<file path="src/rtl/core_boot_sequencer_pkg.sv">
// ---------------------------------------------------------------------------
// core_boot_sequencer_pkg
// Shared definitions for the boot sequencer slice.
//   - FSM state encodings ST_IDLE..ST_ERROR.
//     ST_ERROR is only reachable when BOOT_CHECKSUM_EN is defined.
//   - depth_of(): derives the imem depth (2**IMW words) from the address width.
// ---------------------------------------------------------------------------
package core_boot_sequencer_pkg;

    localparam int ST_W = 3;

    localparam logic [ST_W-1:0] ST_IDLE  = 3'd0;
    localparam logic [ST_W-1:0] ST_LOAD  = 3'd1;
    localparam logic [ST_W-1:0] ST_START = 3'd2;
    localparam logic [ST_W-1:0] ST_RUN   = 3'd3;
    localparam logic [ST_W-1:0] ST_DONE  = 3'd4;
    localparam logic [ST_W-1:0] ST_ERROR = 3'd5;

    function automatic int unsigned depth_of(input int unsigned imw);
        return 32'd1 << imw;
    endfunction

endpackage

</file>
<file path="src/rtl/core_boot_sequencer_if.sv">
// ---------------------------------------------------------------------------
// core_boot_sequencer_if
// Bundles the program stream, the Core imem write port and the Core control
// lines that the sequencer drives or observes.
//
// Handshake: a program word transfers on every rising clk edge where
// in_valid and in_ready are both high.
//   - The source holds in_data stable while in_valid is high and no transfer
//     has happened.
//   - in_ready does not depend on in_valid.
//
//   master (sequencer): in  in_valid, in_data, core_halt, core_result
//                       out in_ready, imem_we, imem_addr, imem_wdata,
//                           core_start, core_run
//   slave  (environment): the mirror image
// ---------------------------------------------------------------------------
interface core_boot_sequencer_if #(
    parameter int DW  = 8,
    parameter int IW  = 8,
    parameter int IMW = 4
) ();
    logic           in_valid;
    logic [IW-1:0]  in_data;
    logic           in_ready;
    logic           imem_we;
    logic [IMW-1:0] imem_addr;
    logic [IW-1:0]  imem_wdata;
    logic           core_start;
    logic           core_run;
    logic           core_halt;
    logic [DW-1:0]  core_result;

    modport master (
        input  in_valid, in_data, core_halt, core_result,
        output in_ready, imem_we, imem_addr, imem_wdata, core_start, core_run
    );

    modport slave (
        output in_valid, in_data, core_halt, core_result,
        input  in_ready, imem_we, imem_addr, imem_wdata, core_start, core_run
    );
endinterface

</file>
<file path="src/rtl/core_boot_sequencer_watchdog.sv">
// ---------------------------------------------------------------------------
// boot_run_watchdog
// Counts run cycles and decides how a run ends.
//
// Ports:
//   clk, rst     clock and synchronous active-high reset
//   clear        zero the counter (new sequence or START cycle)
//   run          the sequencer is in RUN
//   hold         freeze the counter this cycle (abort)
//   core_halt    halt indication from the Core
//   cycle_count  run cycles elapsed
//   halt_ev      the run ends on halt this cycle
//   limit_ev     the run ends on the cycle limit this cycle
//
// The counter shows 0 in the first RUN cycle and advances on every RUN
// cycle, including the final one. Its value after a run therefore equals
// the number of RUN cycles spent.
// ---------------------------------------------------------------------------
module boot_run_watchdog #(
    parameter int CW          = 16,
    parameter int CYCLE_LIMIT = 1000
) (
    input  logic          clk,
    input  logic          rst,
    input  logic          clear,
    input  logic          run,
    input  logic          hold,
    input  logic          core_halt,
    output logic [CW-1:0] cycle_count,
    output logic          halt_ev,
    output logic          limit_ev
);
    localparam logic [CW-1:0] LAST = CW'(CYCLE_LIMIT - 1);

    always_ff @(posedge clk) begin
        if (rst) begin
            cycle_count <= '0;
        end else if (clear) begin
            cycle_count <= '0;
        end else if (run && !hold) begin
            cycle_count <= cycle_count + 1'b1;
        end
    end

    // Halt takes priority over the limit when both occur in the same cycle.
    assign halt_ev  = run && core_halt;
    assign limit_ev = run && !core_halt && (cycle_count == LAST);
endmodule

</file>
<file path="src/rtl/core_boot_sequencer.sv">
// ---------------------------------------------------------------------------
// core_boot_sequencer
// Streams a program into Core imem, then starts the Core and supervises the
// run until it halts, times out or is aborted.
//
// Ports:
//   clk, rst        clock and synchronous active-high reset
//   go              start a load/run sequence (accepted in IDLE/DONE/ERROR)
//   abort           cancel from LOAD/START/RUN
//   load_len        words to load; 0 runs the existing imem contents
//   bus             core_boot_sequencer_if.master: program stream, imem
//                   write port, core_start/core_run/core_halt/core_result
//   result_data     core_result captured on halt
//   cycle_count     run cycles elapsed
//   done, timeout   sticky run-end flags
//   busy            in LOAD, START or RUN
//   dbg_state       current FSM state
//
// Optional feature (macro BOOT_CHECKSUM_EN):
//   - Adds expect_sum (sampled with go) and sum_err.
//   - A load whose mod-2**IW word sum differs from expect_sum ends in ERROR
//     instead of starting the Core.
// ---------------------------------------------------------------------------
module core_boot_sequencer
    import core_boot_sequencer_pkg::*;
#(
    parameter int DW          = 8,
    parameter int IW          = 8,
    parameter int IMW         = 4,
    parameter int CW          = 16,
    parameter int CYCLE_LIMIT = 1000
) (
    input  logic                 clk,
    input  logic                 rst,
    input  logic                 go,
    input  logic                 abort,
    input  logic [IMW:0]         load_len,
`ifdef BOOT_CHECKSUM_EN
    input  logic [IW-1:0]        expect_sum,
    output logic                 sum_err,
`endif
    core_boot_sequencer_if.master bus,
    output logic [DW-1:0]        result_data,
    output logic [CW-1:0]        cycle_count,
    output logic                 done,
    output logic                 timeout,
    output logic                 busy,
    output logic [ST_W-1:0]      dbg_state
);
    localparam logic [IMW:0] DEPTH_L = (IMW+1)'(depth_of(IMW));

    logic [ST_W-1:0] state;
    logic [IMW:0]    len;
    logic [IMW:0]    wr_idx;
    logic [IMW:0]    len_sel;
    logic            go_ok;
    logic            accept;
    logic            last_word;
    logic            halt_ev;
    logic            limit_ev;

    assign len_sel   = (load_len > DEPTH_L) ? DEPTH_L : load_len;
    assign go_ok     = go && (state == ST_IDLE || state == ST_DONE || state == ST_ERROR);
    // abort blocks the write in the cycle it is asserted.
    assign accept    = (state == ST_LOAD) && bus.in_valid && !abort;
    assign last_word = accept && (wr_idx == len - (IMW+1)'(1));

    assign bus.in_ready   = (state == ST_LOAD);
    assign bus.imem_we    = accept;
    assign bus.imem_addr  = wr_idx[IMW-1:0];
    assign bus.imem_wdata = bus.in_data;
    assign bus.core_start = (state == ST_START);
    assign bus.core_run   = (state == ST_START) || (state == ST_RUN);
    assign busy           = (state == ST_LOAD) || (state == ST_START) || (state == ST_RUN);
    assign dbg_state      = state;

`ifdef BOOT_CHECKSUM_EN
    logic [IW-1:0] sum;
    logic [IW-1:0] sum_exp;
    logic [IW-1:0] sum_next;
    assign sum_next = sum + bus.in_data;
`endif

    boot_run_watchdog #(
        .CW          (CW),
        .CYCLE_LIMIT (CYCLE_LIMIT)
    ) u_watchdog (
        .clk         (clk),
        .rst         (rst),
        .clear       (go_ok || state == ST_START),
        .run         (state == ST_RUN),
        .hold        (abort),
        .core_halt   (bus.core_halt),
        .cycle_count (cycle_count),
        .halt_ev     (halt_ev),
        .limit_ev    (limit_ev)
    );

    always_ff @(posedge clk) begin
        if (rst) begin
            state       <= ST_IDLE;
            len         <= '0;
            wr_idx      <= '0;
            result_data <= '0;
            done        <= 1'b0;
            timeout     <= 1'b0;
`ifdef BOOT_CHECKSUM_EN
            sum         <= '0;
            sum_exp     <= '0;
            sum_err     <= 1'b0;
`endif
        end else begin
            case (state)
                ST_IDLE, ST_DONE, ST_ERROR: begin
                    if (go) begin
                        len         <= len_sel;
                        wr_idx      <= '0;
                        result_data <= '0;
                        done        <= 1'b0;
                        timeout     <= 1'b0;
`ifdef BOOT_CHECKSUM_EN
                        sum         <= '0;
                        sum_exp     <= expect_sum;
                        sum_err     <= 1'b0;
`endif
                        state       <= (len_sel != '0) ? ST_LOAD : ST_START;
                    end
                end
                ST_LOAD: begin
                    if (abort) begin
                        state <= ST_IDLE;
                    end else if (accept) begin
                        wr_idx <= wr_idx + 1'b1;
`ifdef BOOT_CHECKSUM_EN
                        sum    <= sum_next;
                        if (last_word) begin
                            if (sum_next == sum_exp) begin
                                state <= ST_START;
                            end else begin
                                state   <= ST_ERROR;
                                sum_err <= 1'b1;
                            end
                        end
`else
                        if (last_word) begin
                            state <= ST_START;
                        end
`endif
                    end
                end
                ST_START: begin
                    state <= abort ? ST_IDLE : ST_RUN;
                end
                ST_RUN: begin
                    if (abort) begin
                        state <= ST_IDLE;
                    end else if (halt_ev) begin
                        result_data <= bus.core_result;
                        done        <= 1'b1;
                        state       <= ST_DONE;
                    end else if (limit_ev) begin
                        timeout <= 1'b1;
                        state   <= ST_DONE;
                    end
                end
                default: state <= ST_IDLE;
            endcase
        end
    end
endmodule
</file>
<file path="src/flat_wrapper.sv">
// flat-port wrapper written by rule: the top's interface ports become plain ports
module core_boot_sequencer_flat import core_boot_sequencer_pkg::*;
#(
    parameter int DW          = 8,
    parameter int IW          = 8,
    parameter int IMW         = 4,
    parameter int CW          = 16,
    parameter int CYCLE_LIMIT = 1000
)
  (clk, rst, go, abort, load_len, result_data, cycle_count, done, timeout, busy, dbg_state, bus_in_valid, bus_in_data, bus_core_halt, bus_core_result, bus_in_ready, bus_imem_we, bus_imem_addr, bus_imem_wdata, bus_core_start, bus_core_run);
  core_boot_sequencer_if #(.DW(DW), .IW(IW), .IMW(IMW)) bus_i ();
  input  logic clk;
  input  logic rst;
  input  logic go;
  input  logic abort;
  input  logic [IMW:0] load_len;
  output logic [DW-1:0] result_data;
  output logic [CW-1:0] cycle_count;
  output logic done;
  output logic timeout;
  output logic busy;
  output logic [ST_W-1:0] dbg_state;
  input wire logic [$bits(bus_i.in_valid)-1:0] bus_in_valid;
  input wire logic [$bits(bus_i.in_data)-1:0] bus_in_data;
  input wire logic [$bits(bus_i.core_halt)-1:0] bus_core_halt;
  input wire logic [$bits(bus_i.core_result)-1:0] bus_core_result;
  output wire logic [$bits(bus_i.in_ready)-1:0] bus_in_ready;
  output wire logic [$bits(bus_i.imem_we)-1:0] bus_imem_we;
  output wire logic [$bits(bus_i.imem_addr)-1:0] bus_imem_addr;
  output wire logic [$bits(bus_i.imem_wdata)-1:0] bus_imem_wdata;
  output wire logic [$bits(bus_i.core_start)-1:0] bus_core_start;
  output wire logic [$bits(bus_i.core_run)-1:0] bus_core_run;
  assign bus_i.in_valid = bus_in_valid;
  assign bus_i.in_data = bus_in_data;
  assign bus_i.core_halt = bus_core_halt;
  assign bus_i.core_result = bus_core_result;
  assign bus_in_ready = bus_i.in_ready;
  assign bus_imem_we = bus_i.imem_we;
  assign bus_imem_addr = bus_i.imem_addr;
  assign bus_imem_wdata = bus_i.imem_wdata;
  assign bus_core_start = bus_i.core_start;
  assign bus_core_run = bus_i.core_run;
  core_boot_sequencer #(.DW(DW), .IW(IW), .IMW(IMW), .CW(CW), .CYCLE_LIMIT(CYCLE_LIMIT)) u_core (.clk(clk), .rst(rst), .go(go), .abort(abort), .load_len(load_len), .bus(bus_i), .result_data(result_data), .cycle_count(cycle_count), .done(done), .timeout(timeout), .busy(busy), .dbg_state(dbg_state));
endmodule
</file>
<file path="config.mk">
export PLATFORM = sky130hd
export DESIGN_NAME = core_boot_sequencer_flat
export DESIGN_NICKNAME = d
export VERILOG_FILES = /design/src/rtl/core_boot_sequencer_pkg.sv /design/src/rtl/core_boot_sequencer_if.sv /design/src/rtl/core_boot_sequencer_watchdog.sv /design/src/rtl/core_boot_sequencer.sv /design/src/flat_wrapper.sv
export SDC_FILE = /design/constraint.sdc
export NUM_CORES = 1
export LEC_CHECK = 0
export ABC_CLOCK_PERIOD_IN_PS = 2400
export BUFFER_PORTS_ARGS = -buffer_cell sky130_fd_sc_hd__buf_2
export CORE_UTILIZATION = 51
export CTS_BUF_LIST = sky130_fd_sc_hd__clkbuf_8
export DETAILED_ROUTE_END_ITERATION = 10
export GPL_ROUTABILITY_DRIVEN = 1
export GPL_TIMING_DRIVEN = 0
export PLACE_DENSITY = 0.82
export RECOVER_POWER = 50
export SETUP_SLACK_MARGIN = 0.1
export SLEW_MARGIN = 20
export SYNTH_ARGS = -nofsm -noshare
export SYNTH_HDL_FRONTEND = slang
export SYNTH_SLANG_ARGS = --single-unit
</file>
<file path="constraint.sdc">
create_clock -name clk -period 2.4 [get_ports clk]
set_clock_uncertainty 0.15 [all_clocks]
set_input_delay 0.12 -clock clk [delete_from_list [all_inputs] [get_ports clk]]
set_output_delay 0.12 -clock clk [all_outputs]
set_load 0.1 [all_outputs]
</file>
Word-level counts from Yosys, hierarchy flattened
Cells that the tools add are included.
W data, S select, Z words.

cells by class
  order comparisons = 1
  add/sub/neg operators = 3
  multiplexer cells = 27
  reduce and logical (&&, ||, !) cells = 27
  eq/ne operators = 17

operators with widths
  operator                 number
  $mux W8                  3
  $mux W3                  7
  $mux W5                  4
  $add A16 B1 Y16 const B  1
  $eq A16 B10 Y1 const B   1
  $pmux W8 S2              1
  $pmux W3 S4              1
  $reduce_and A4 Y1        3
  $pmux W5 S2              1
  $logic_and A1 B1 Y1      8
  $ne A2 B2 Y1 const B     4
  $eq A3 B2 Y1 const B     2
  $eq A3 B3 Y1 const B     2
  $logic_or A1 B1 Y1       6
  $mux W1                  6
  $ne A2 B1 Y1 const B     3
  $ne A3 B2 Y1 const B     2
  $add A5 B1 Y5 const B    1
  $eq A5 B5 Y1             1
  $gt A5 B5 Y1 const B     1
  $reduce_and A5 Y1        1
  $reduce_bool A5 Y1       1
  $sub A5 B1 Y5 const B    1
  $mux W2                  2
  other kinds (9)          12

word-level totals
  output and inout port bits = 46
  bits of input ports = 27
  bits in registers = 39
  logic and storage cells = 82

Depth between registers and ports, before layout
  depth after elaboration = 8
  gate-level depth with buffers = 7
  depth with buffers taken out = 7

By module
A second synthesis with hierarchy kept.

unflattened totals
  cell total of the unflattened synthesis = 238
  area, all modules = 2013.2 um2

modules (own cells, without submodules)
  module               cells an instance  instances  seq. area each (um2)  area an instance (um2)
  core_boot_sequencer  151                1          460.4                 1243.7
  boot_run_watchdog    87                 1          320.3                 769.5

Least setup slack after synthesis
Ideal clock, no wire load.

  kind = reg2reg
  start point = register u_core.state[1] (netlist: u_core.dbg_state[1])
  end point = register u_core.u_watchdog.cycle_count[3]
  arrival time = 4.179 ns
  library setup time = 0.117 ns
  cell stages (with the launch flop) = 8
  data required time = 2.133 ns
  period minus slack after synthesis = 4.446 ns
  buffers on the path = 3
  setup slack = -2.046 ns
  cell sequence = dfxtp_1 buf_2 nor2b_1 and2_1 or3_1 buf_2 buf_2 nor2_1

between the ends
  elaborated cells between the ends (all ways) = 11
  those cells by class = 4 x eq/ne; 7 x reduce/logical

RTL lines
  what                               line                                source
  start, declared                    core_boot_sequencer.sv:52           logic [ST_W-1:0] state;
  start signal, assigned             core_boot_sequencer.sv:126          state <= (len_sel != '0) ? ST_LOAD : ST_START;
  start signal, assigned             core_boot_sequencer.sv:152          state <= abort ? ST_IDLE : ST_RUN;
  $eq A3 B2 Y1                       --
  via bus_core_start                 flat_wrapper.sv:31                  output wire logic [$bits(bus_i.core_start)-1:0] bus_core_start;
  $logic_or A1 B1 Y1                 core_boot_sequencer.sv:90           .clear (go_ok || state == ST_START),
  $reduce_or A2 Y1 (no source line)  --
  end signal, assigned               core_boot_sequencer_watchdog.sv:41  cycle_count <= cycle_count + 1'b1;
  end, declared                      core_boot_sequencer_watchdog.sv:29  output logic [CW-1:0] cycle_count,

The timed path passes the listed nets, and every way through them passes these cells.
A chain may end at the register's enable or synchronous reset.

Worst setup path after layout
  start point = register u_core.len[0]
  end point = register u_core.state[2] (netlist: u_core.dbg_state[2])

between the ends
  word-level cells in the longest chain between the ends = 5

RTL lines
  what                                line                        source
  start, declared                     core_boot_sequencer.sv:53   logic [IMW:0] len;
  start signal, assigned              core_boot_sequencer.sv:116  len <= len_sel;
  $sub A5 B1 Y5                       core_boot_sequencer.sv:66   assign last_word = accept && (wr_idx == len - (IMW+1)'(1));
  $eq A5 B5 Y1                        core_boot_sequencer.sv:66
  $logic_and A1 B1 Y1                 core_boot_sequencer.sv:66
  $ne A3 B2 Y1 (no source line)       --
  $reduce_and A4 Y1 (no source line)  --

Every way passes these cells.

==> results.sh <==
export IMPL_crit_required_ns=2.44
export IMPL_antenna_violating_nets_post_route=0
export IMPL_synth_top_cell_area_share_pct=39.07
export IMPL_boundaryPins=73
export IMPL_average_vias_per_placed_instance=5.293
export IMPL_max_slew_margin_pct=21.72
export IMPL_comb_power_share_pct=35.3
export IMPL_run_status="completed"
export IMPL_powerDensity_nw_per_um2=742.4
export IMPL_antenna_diode_count=0
export IMPL_total_routed_wirelength_mm=4.732
export IMPL_cts_buffer_depth=2
export IMPL_layout_commonest_cell="sky130_fd_sc_hd__clkbuf_1"
export IMPL_design_power_total_mw=1.937
export IMPL_cellInternalPower_mw=1.162
export IMPL_dr_pass1_iters=4
export IMPL_seq_area_frac_synth_pct=39.07
export IMPL_leakagePower_nw=0.9785
export IMPL_htree_levels=2
export IMPL_final_hold_viol_count=0
export IMPL_crit_path_max_fanout=4
export IMPL_die_w_um=64.60
export IMPL_initial_antenna_violation_count=0
export IMPL_clock_tree_root_cell="sky130_fd_sc_hd__clkbuf_8"
export IMPL_pins_over_slew_limit=0
export IMPL_pin_count_of_the_biggest_net_entering_global_routing=14
export IMPL_clkLatencyLatePin_ns=0.30
export IMPL_place_inst=351
export IMPL_type_of_the_worst_setup_path="reg2reg"
export IMPL_ir_drop_mv=0.4554
export IMPL_clock_network_power_share_pct=28.1
export IMPL_number_of_global_route_vias_before_repair=1781
export IMPL_worst_slew_pin_transition_ns=1.179
export IMPL_hp_class="in2reg"
export IMPL_biggest_area_consumer_among_synthesized_cells="sky130_fd_sc_hd__dfxtp_1"
export IMPL_synth_cell_type_count=40
export IMPL_final_cell_mix="sky130_fd_sc_hd__clkbuf_1, sky130_fd_sc_hd__nor2_1, sky130_fd_sc_hd__dfxtp_1"
export IMPL_preCtsSetupSlack_ns=0.1194
export IMPL_num_cts_buffers=5
export IMPL_synth_area_top_cells="sky130_fd_sc_hd__dfxtp_1, sky130_fd_sc_hd__nor2_1, sky130_fd_sc_hd__xnor2_1"
export IMPL_timing_final_crit_period_ns=2.193
export IMPL_setup_worst_path_start_class="flip-flop"
export IMPL_final_fill_count=332
export IMPL_initialDrtViolationCount=75
export IMPL_syn2layout_area_growth_pct=30.56
export IMPL_gp_congestion=0.8643
export IMPL_finalSetupViolations=0
export IMPL_postCtsSetupBuffers=0
export IMPL_die_area_um2=4173
export IMPL_portBuffers=63
export IMPL_p_sw_mw=0.7751
export IMPL_clock_tree_from_tritoncts="done"
export IMPL_ys_warn_count=0
export IMPL_detail_route_wl_per_cell_um=12.72
export IMPL_synth_cell_area_um2=1998
export IMPL_site_rows=22
export IMPL_fin_ws_ns=0.2072
export IMPL_syn_avg_cell_area_um2=8.326
export IMPL_start_util_pct=53.77
export IMPL_synth_fp_nets=270
export IMPL_grt_overflow_total=0
export IMPL_final_nets=353
export IMPL_post_route_period_util_pct=91.37
export IMPL_synth_seq_cells=39
export IMPL_area_of_the_core_um2=3716
export IMPL_cp_data_arrival_time_ns=2.23
export IMPL_tritoncts_num_sinks=39
export IMPL_final_instance_count_excl_fill=372
export IMPL_final_setup_tns_ns=0
export IMPL_rsz_0062_raised_after_global_routing="yes"
export IMPL_fmaxAchievable_ghz=0.4560
export IMPL_worst_setup_path_end_kind="flip-flop"
export IMPL_drcViolationCount=0
export IMPL_hpwl_mm=3.412
export IMPL_final_layout_size_suffix_gt1_share_pct=18.52
export IMPL_die_extent_in_y_um=64.60
export IMPL_power_share_sequential_pct=36.6
export IMPL_clk_pin_slew_worst_paths_ns=0.08
export IMPL_grt_usage_pct=24.63
export IMPL_power_switching_share_pct=40.02
export IMPL_num_vias=1969
export IMPL_drv_max_cap_violation_count=0
export IMPL_grt_first_pass_wirelength_mm=7.817
export IMPL_synthCells=240
[flip-flops by register name (all words and copies together), names as in the netlist]
| name | count |
|---|---|
| u_core.dbg_state | 3 |
| u_core.len | 5 |
| u_core.timeout | 1 |
| u_core.wr_idx | 5 |
| u_core.result_data | 8 |
| u_core.u_watchdog.cycle_count | 16 |
| u_core.done | 1 |
[stage by stage]
| step | util, % | instance area (µm²) | hold WS [ns] |
|---|---|---|---|
| after global placement | 65.02 | 2416 | 0.2147 |
| after global routing | 70.20 | 2609 | 0.05761 |
| after floorplan | - | 2041 | 0.1060 |
| after CTS | 71.55 | 2659 | 0.01613 |
| after detailed placement | 65.02 | 2416 | 0.2330 |
| final | 70.20 | 2609 | 0.02126 |
[synthesized netlist by cell type, drive strengths merged]
cell type   n
a211oi      1
a21oi      14
a221oi      1
a22oi       8
a41o        1
and2        4
and2b       1
and3        2
and4        1
and4bb      1
buf        19
clkbuf      3
dfxtp      39
ha          3
inv         4
nand2      21
nand2b      3
nand3       5
nand3b      4
nand4       6
nand4bb     1
nor2       38
nor2b       1
nor3       10
nor3b       3
nor4        4
nor4b       1
nor4bb      1
o211a       1
o21ai       5
o311ai      2
o31a        3
or2         1
or3         4
or4         1
xnor2      12
xor2       11
[critical path, stage by stage, from the launching register on]
cell and delay, ns:
sky130_fd_sc_hd__dfxtp_1 0.39, sky130_fd_sc_hd__inv_1 0.06, sky130_fd_sc_hd__ha_1 0.23, sky130_fd_sc_hd__nand2b_1 0.17, sky130_fd_sc_hd__o211a_1 0.15, sky130_fd_sc_hd__o311ai_1 0.42
sky130_fd_sc_hd__nand3_1 0.19, sky130_fd_sc_hd__a221oi_1 0.33
[cell type report]
type	instances	area, µm²	area share (%)
multi-input combinational	175	1082	41.49
inverter	4	15.01	0.5755
timing repair buffer	76	395.4	15.16
sequential	39	789.5	30.26
buffer	22	153.9	5.899
clock buffer	5	68.82	2.638
clock inverter	3	43.79	1.679
tap	48	60.06	2.302
[path summary, 6_finish.rpt]
path / cells after the start / start / end / slack (ns)
worst max-delay path: 7 / u_core.len[0] / u_core.dbg_state[2] / 0.21
worst max register to register: 7 / u_core.len[0] / u_core.dbg_state[2] / 0.21
worst min register to register: 2 / u_core.len[4] / u_core.len[4] / 0.33
worst min-delay path: 4 / bus_core_halt / u_core.timeout / 0.02
[power by group through the flow]
stage          clock network (mW)  logic, mW  registers, mW
3_5_place_dp                    0      0.673          0.724
4_1_cts                     0.560      0.690          0.709
3_3_place_gp                    0      0.662          0.721
5_1_grt                     0.588      0.727          0.714
6_report                    0.545      0.683          0.709
2_1_floorplan                   0      0.480          0.806
[metal layers]
| metal | vias up | wire (µm) | GRT usage (%) |
|---|---|---|---|
| met5 | - | 0 | 0 |
| met1 | 907 | 2130 | 28.49 |
| li1 | 986 | - | - |
| met4 | 0 | 108 | 11.94 |
| met2 | 65 | 2238 | 41.97 |
| met3 | 11 | 255 | 6.338 |
[what timing repair did]
| action | CTS | global route |
|---|---|---|
| setup endpoints to repair | 1 | 2 |
| hold buffers | 13 | 0 |
| resized for setup | 1 | 1 |
| endpoints found under the hold margin | 13 | 0 |
[cells by family (layout without fill, tap and decap cells)]
family | Yosys count | in the layout | synth area share, %
AND/OR/NAND/NOR | 113 | 113 | 29.68
adder cells (fa/ha/maj) | 3 | 3 | 1.879
XOR/XNOR | 23 | 23 | 10.08
flip-flops | 39 | 39 | 39.07
AO/OA/AOI/OAI | 36 | 36 | 11.77
buffers and inverters | 26 | 110 | 7.514
Note: power is estimated with default switching activity, not from simulation.
